--- src/rtl/gray_pkg.sv ---
// Shared Gray-code helpers and converter mode encodings for the counter/converter slice.
// The functions work on 32-bit zero-extended values, so one definition serves any WIDTH from 2 to 32.
package gray_pkg;

  typedef enum logic {
    CONV_B2G = 1'b0,
    CONV_G2B = 1'b1
  } conv_mode_e;

  localparam int unsigned MAX_WIDTH = 32;

  function automatic logic [MAX_WIDTH-1:0] bin2gray(input logic [MAX_WIDTH-1:0] b);
    return b ^ (b >> 1);
  endfunction

  // Zero-extended upper bits leave the prefix-XOR chain unchanged for narrower widths.
  function automatic logic [MAX_WIDTH-1:0] gray2bin(input logic [MAX_WIDTH-1:0] g);
    logic [MAX_WIDTH-1:0] b;
    b = '0;
    b[MAX_WIDTH-1] = g[MAX_WIDTH-1];
    for (int unsigned k = 1; k < MAX_WIDTH; k++) begin
      b[MAX_WIDTH-1-k] = b[MAX_WIDTH-k] ^ g[MAX_WIDTH-1-k];
    end
    return b;
  endfunction

endpackage

--- src/rtl/gray_conv.sv ---
// Combinational binary/Gray converter; mode selects the direction.
module gray_conv
  import gray_pkg::*;
#(
  parameter int unsigned WIDTH = 4
) (
  input  logic             mode,
  input  logic [WIDTH-1:0] din,
  output logic [WIDTH-1:0] dout
);

  logic [MAX_WIDTH-1:0] din_ext;

  always_comb begin
    din_ext = MAX_WIDTH'(din);
    if (mode == CONV_G2B) begin
      dout = WIDTH'(gray2bin(din_ext));
    end else begin
      dout = WIDTH'(bin2gray(din_ext));
    end
  end

endmodule

--- src/rtl/gray_counter_conv.sv ---
// Up/down binary counter with registered Gray mirror and end flags, plus an
// independent one-cycle-latency binary/Gray conversion path.
module gray_counter_conv
  import gray_pkg::*;
#(
  parameter int unsigned WIDTH    = 4,
  parameter int unsigned SATURATE = 0
) (
  input  logic             clk,
  input  logic             reset,
  input  logic             en,
  input  logic             up,
  input  logic             load,
  input  logic [WIDTH-1:0] load_val,
  output logic [WIDTH-1:0] bin_out,
  output logic [WIDTH-1:0] gray_out,
  output logic             at_max,
  output logic             at_min,
  output logic             wrap,
  input  logic             conv_valid,
  input  logic             conv_mode,
  input  logic [WIDTH-1:0] conv_in,
  output logic [WIDTH-1:0] conv_out,
  output logic             conv_out_valid
);

  logic [WIDTH-1:0] bin_nxt;
  logic [WIDTH-1:0] gray_nxt;
  logic             wrap_nxt;
  logic [WIDTH-1:0] conv_res;

  always_comb begin
    bin_nxt  = bin_out;
    wrap_nxt = 1'b0;
    if (load) begin
      bin_nxt = load_val;
    end else if (en) begin
      if (up) begin
        if (bin_out == '1) begin
          if (SATURATE == 0) begin
            bin_nxt  = '0;
            wrap_nxt = 1'b1;
          end
        end else begin
          bin_nxt = bin_out + 1'b1;
        end
      end else begin
        if (bin_out == '0) begin
          if (SATURATE == 0) begin
            bin_nxt  = '1;
            wrap_nxt = 1'b1;
          end
        end else begin
          bin_nxt = bin_out - 1'b1;
        end
      end
    end
    gray_nxt = WIDTH'(bin2gray(MAX_WIDTH'(bin_nxt)));
  end

  // Flags are computed from the next count so they line up with bin_out.
  always_ff @(posedge clk or posedge reset) begin
    if (reset) begin
      bin_out  <= '0;
      gray_out <= '0;
      at_max   <= 1'b0;
      at_min   <= 1'b1;
      wrap     <= 1'b0;
    end else begin
      bin_out  <= bin_nxt;
      gray_out <= gray_nxt;
      at_max   <= (bin_nxt == '1);
      at_min   <= (bin_nxt == '0);
      wrap     <= wrap_nxt;
    end
  end

  gray_conv #(
    .WIDTH(WIDTH)
  ) u_conv (
    .mode (conv_mode),
    .din  (conv_in),
    .dout (conv_res)
  );

  always_ff @(posedge clk or posedge reset) begin
    if (reset) begin
      conv_out       <= '0;
      conv_out_valid <= 1'b0;
    end else begin
      conv_out_valid <= conv_valid;
      if (conv_valid) begin
        conv_out <= conv_res;
      end
    end
  end

endmodule
--- config.mk ---
export PLATFORM = sky130hd
export DESIGN_NAME = gray_counter_conv
export DESIGN_NICKNAME = d
export VERILOG_FILES = /design/src/rtl/gray_pkg.sv /design/src/rtl/gray_conv.sv /design/src/rtl/gray_counter_conv.sv
export SDC_FILE = /design/constraint.sdc
export NUM_CORES = 1
export LEC_CHECK = 0
export BUFFER_PORTS_ARGS = -buffer_cell sky130_fd_sc_hd__buf_2
export CORE_MARGIN = 5
export CORE_UTILIZATION = 43
export CTS_CLUSTER_DIAMETER = 100
export DETAILED_ROUTE_END_ITERATION = 10
export PLACE_DENSITY = 0.81
export SLEW_MARGIN = 20
export SYNTH_ARGS = -nofsm -noshare
export SYNTH_HDL_FRONTEND = slang
export SYNTH_SLANG_ARGS = --single-unit
--- constraint.sdc ---
create_clock -name clk -period 1.7 [get_ports clk]
set_clock_uncertainty 0.05 [all_clocks]
set_input_delay 0.085 -clock clk [delete_from_list [all_inputs] [get_ports clk]]
set_output_delay 0.085 -clock clk [all_outputs]
set_load 0.05 [all_outputs]
==> impl_metrics.xml <==
<?xml version="1.0" encoding="UTF-8"?>
<metrics>
  <group name="drt">
    <metric name="drc" unit="">0</metric>
    <metric name="routed-via-count" unit="">740</metric>
    <metric name="wire_per_inst" unit="µm">14.18</metric>
    <metric name="post_drt_via_cell_ratio" unit="">4.805</metric>
    <metric name="remaining_antenna_violation_count_after_routing" unit="">0</metric>
    <metric name="dr.first_iter.drc_count" unit="">10</metric>
    <metric name="drt_wl_total" unit="µm">2184</metric>
    <metric name="detail_route.first_pass.iterations" unit="">4</metric>
  </group>
  <group name="sta">
    <metric name="max_freq" unit="GHz">0.5411</metric>
    <metric name="period_needed" unit="ns">1.848</metric>
    <metric name="worst_slack" unit="ns">-0.1481</metric>
    <metric name="drv_slew" unit="">0</metric>
    <metric name="worstMarginPinSlew" unit="ns">0.5508</metric>
    <metric name="setup-violations-final" unit="">4</metric>
    <metric name="grt_setup_unrepaired" unit="">true</metric>
    <metric name="final-hold-violation-count" unit="">0</metric>
    <metric name="timing.slew.headroom" unit="">0.6324</metric>
    <metric name="final_min_period_over_clock_period" unit="">1.087</metric>
    <metric name="tns" unit="ns">-0.4359</metric>
  </group>
  <group name="logic_synthesis">
    <metric name="ys_seq_area_frac" unit="">0.4459</metric>
    <metric name="synth.net_count" unit="">98</metric>
    <metric name="synth_cell_type_count" unit="">32</metric>
    <metric name="postSynthAreaPerCell" unit="µm²">10.69</metric>
    <metric name="synthesis.area" unit="µm²">844.6</metric>
    <metric name="ys.warnings.count" unit="">0</metric>
    <metric name="synth_simple_gate_area_frac" unit="">0.1585</metric>
    <metric name="muxShareOfSynthArea" unit="">0.06963</metric>
    <metric name="ys_dominant_reg_cell" unit="">dfrtp_1</metric>
    <metric name="synth_xor_xnor_area_share" unit="">0.07259</metric>
    <metric name="synthAdderAreaFrac" unit="">0.05926</metric>
    <metric name="syn-instance-count" unit="">79</metric>
    <metric name="synth_async_sr_flop_share" unit="">1.000</metric>
    <metric name="synth_enable_flop_cells" unit="">0</metric>
    <metric name="synth-compound-area-share" unit="">0.1274</metric>
    <metric name="synth-seq-cells" unit="">15</metric>
    <metric name="largest_family_of_logic_cells_by_synthesized_area" unit="">simple AND/OR/NAND/NOR gates</metric>
  </group>
  <group name="clocking">
    <metric name="clkTransAtPathRegs" unit="ns">0.10</metric>
    <metric name="clockBufferDepth" unit="">2</metric>
    <metric name="insertion_delay" unit="ns">0.29</metric>
    <metric name="numCtsBuffers" unit="">3</metric>
    <metric name="cts.htree.levels" unit="">1</metric>
    <metric name="cts-root-buf" unit="">clkbuf_4</metric>
    <metric name="clkSinkCount" unit="">15</metric>
    <metric name="cts_tree" unit="">yes</metric>
  </group>
  <group name="global_route">
    <metric name="wire_length_of_the_first_global_routing_pass" unit="µm">3415</metric>
    <metric name="grt_pass1_vias" unit="">723</metric>
    <metric name="total_global_route_track_usage" unit="">0.1656</metric>
    <metric name="grt.overflow.total" unit="">0</metric>
    <metric name="pin_count_of_the_biggest_net_entering_global_routing" unit="">16</metric>
    <metric name="antenna_found_initial" unit="">0</metric>
  </group>
  <group name="die">
    <metric name="floorplan.initialDensity" unit="">0.4395</metric>
    <metric name="num_rows" unit="">16</metric>
    <metric name="ioPinCount" unit="">31</metric>
    <metric name="die-height" unit="µm">54.32</metric>
    <metric name="die-area" unit="µm²">2951</metric>
    <metric name="die_width" unit="µm">54.32</metric>
    <metric name="core_area" unit="µm²">1922</metric>
  </group>
  <group name="finish">
    <metric name="diodes" unit="">0</metric>
    <metric name="area_of_all_placed_cells_without_fillers" unit="µm²">1241</metric>
    <metric name="fillCellCount" unit="">163</metric>
    <metric name="finalNonFillerCells" unit="">154</metric>
    <metric name="nNetsFinal" unit="">147</metric>
    <metric name="area_taken_by_flip_flops_and_latches" unit="µm²">381.6</metric>
    <metric name="multiInputGateArea" unit="µm²">475.5</metric>
    <metric name="post_route_cells_drive_above_1_share" unit="">0.5748</metric>
    <metric name="area_delta_synth_final" unit="%">46.96</metric>
  </group>
  <group name="place">
    <metric name="hpwl" unit="µm">1616</metric>
    <metric name="dp_worst_setup_slack" unit="ns">-0.1575</metric>
    <metric name="placed_insts" unit="">144</metric>
    <metric name="globalplace.congestion" unit="">0.8461</metric>
    <metric name="detailed_place.area" unit="µm²">1126</metric>
    <metric name="port_buffers" unit="">30</metric>
  </group>
  <group name="worst_setup_path">
    <metric name="cpMaxStageDelayCell" unit="">dfrtp_2</metric>
    <metric name="critical_path.startpoint_type" unit="">register</metric>
    <metric name="slowest_delay" unit="ns">0.46</metric>
    <metric name="setup_cp_type" unit="">reg2reg</metric>
    <metric name="required" unit="ns">1.83</metric>
    <metric name="arrival_time_reported_for_the_critical_path_endpoint" unit="ns">1.98</metric>
    <metric name="worst-path-max-fanout" unit="">5</metric>
    <metric name="path_delay_family" unit="">flip-flops</metric>
    <metric name="crit_path_cell_trace" unit="">inv_2 &gt; ha_4 &gt; or3b_4 &gt; a21oi_2 &gt; o31a_1 &gt; inv_1 &gt; ha_1</metric>
    <metric name="timing.critical_path.buf_inv" unit="">2</metric>
    <metric name="end_kind" unit="">register</metric>
  </group>
  <group name="run">
    <metric name="max_cap_viol_count" unit="">0</metric>
  </group>
  <group name="power_and_ir_drop">
    <metric name="cellLeakagePower" unit="nW">0.6033</metric>
    <metric name="total_switching_power" unit="mW">0.5368</metric>
    <metric name="power_switching_share" unit="">0.4284</metric>
    <metric name="powerDensity" unit="nW/µm²">1010</metric>
    <metric name="ir_drop_worst_vdd" unit="mV">0.5486</metric>
    <metric name="clock_power_share" unit="">0.171</metric>
    <metric name="power.internal" unit="mW">0.7163</metric>
    <metric name="power.share.sequential" unit="">0.355</metric>
    <metric name="pwr-share-comb" unit="">0.473</metric>
  </group>
  <group name="min_path">
    <metric name="min-delay-path-class" unit="">in2reg</metric>
  </group>
  <group name="outcome">
    <metric name="status" unit="">finished with violations</metric>
    <metric name="violations" unit="">negative setup slack</metric>
  </group>
</metrics>
==> per-layer routing <==
metal	track usage	wire length [µm]
met1	0.1823	812
met2	0.3088	1236
met3	0.04087	97
met5	0	0
met4	0.04979	37
==> final cells by class <==
class | instances | area share
repair buffers | 47 | 0.2308
well taps | 27 | 0.02722
clock inverters | 1 | 0.006048
inverters | 9 | 0.02722
clock buffers | 3 | 0.01815
flip-flops and latches | 15 | 0.3075
multi-input cells | 52 | 0.3831
==> path summary, 6_finish.rpt <==
| path | from | to | slack, ns | depth (start not counted) |
|---|---|---|---|---|
| worst max-delay path | bin_out[1] | gray_out[0] | -0.15 | 7 |
| worst min-delay path | conv_in[3] | conv_out[3] | 0.02 | 2 |
| worst max register to register | bin_out[1] | gray_out[0] | -0.15 | 7 |
| worst min register to register | conv_out[1] | conv_out[1] | 0.47 | 1 |
| max in group asynchronous | reset | bin_out[3] | 0.88 | 3 |
| min in group asynchronous | reset | conv_out_valid | 0.32 | 3 |
==> power by group through the flow <==
stage               combinational, mW  clock [mW]  sequential, mW
floorplan                       0.186           0           0.644
global route                    0.628       0.234           0.451
CTS                             0.562       0.218           0.445
global placement                0.531           0           0.451
finish                          0.593       0.215           0.445
detailed placement              0.541           0           0.453
==> cells in the mapped netlist, types with 2 or more instances <==
cell	number	area, µm²
o31a_1	2	17.52
a21oi_1	5	25.02
nor2_1	5	18.77
xnor2_1	5	43.79
nand2_1	3	11.26
dfrtp_1	14	350.3
o21ai_0	2	10.01
inv_1	9	33.78
ha_1	4	50.05
xor2_1	2	17.52
nand2b_1	4	25.02
mux2_2	3	33.78
nand3_1	2	10.01
==> kinds of logic (layout without fill, tap and decap cells) <==
| group | Yosys count | after routing |
|---|---|---|
| AO/OA/AOI/OAI | 14 | 14 |
| XOR/XNOR | 7 | 7 |
| adder cells (fa/ha/maj) | 4 | 4 |
| buffers and inverters | 12 | 60 |
| flip-flops | 15 | 15 |
| multiplexers | 5 | 5 |
| AND/OR/NAND/NOR | 22 | 22 |
==> repair_timing <==
action,CTS,global route
setup endpoints to repair,6,6
gates resized for setup,2,7
buffers inserted,2,2
hold buffers,2,0
gates cloned,0,0
pin swaps,2,3
endpoints found under the hold margin,15,0
==> worst register-to-register path: stages, from the launching register on <==
cell and delay (ns):
dfrtp_2 0.46, inv_2 0.09, ha_4 0.14, or3b_4 0.38, a21oi_2 0.12, o31a_1 0.17, inv_1 0.05, ha_1 0.27
==> placed cells by master, fill, tap and decap left out, types with 2 or more instances in the layout <==
master and count:
buf_2 30, buf_4 14, dfrtp_1 10, inv_1 7
xnor2_1 5, nor2_1 4, dfrtp_2 4, nand2_1 3
mux2_2 3, a21oi_1 3, nand2b_1 3, clkbuf_4 3
xor2_1 2, inv_2 2, a21oi_2 2, o31a_1 2
nand3_1 2, ha_4 2, dlygate4sd3_1 2
==> state kept, by name (all words and copies together) (netlist names) <==
signal / count
conv_out_valid: 1
gray_out: 3
conv_out: 4
wrap: 1
bin_out: 4
at_max: 1
at_min: 1
==> metrics by stage <==
step,utilization,hold slack (ns),power (mW)
2_1_floorplan,-,-0.06451,0.8307
3_3_place_gp,0.5859,0.09716,0.9810
3_5_place_dp,0.5859,0.1140,0.9941
4_1_cts,0.6230,0.002527,1.225
5_1_grt,0.6458,0.01462,1.313
6_report,0.6458,0.01743,1.253
(Power assumes the default switching activity.)
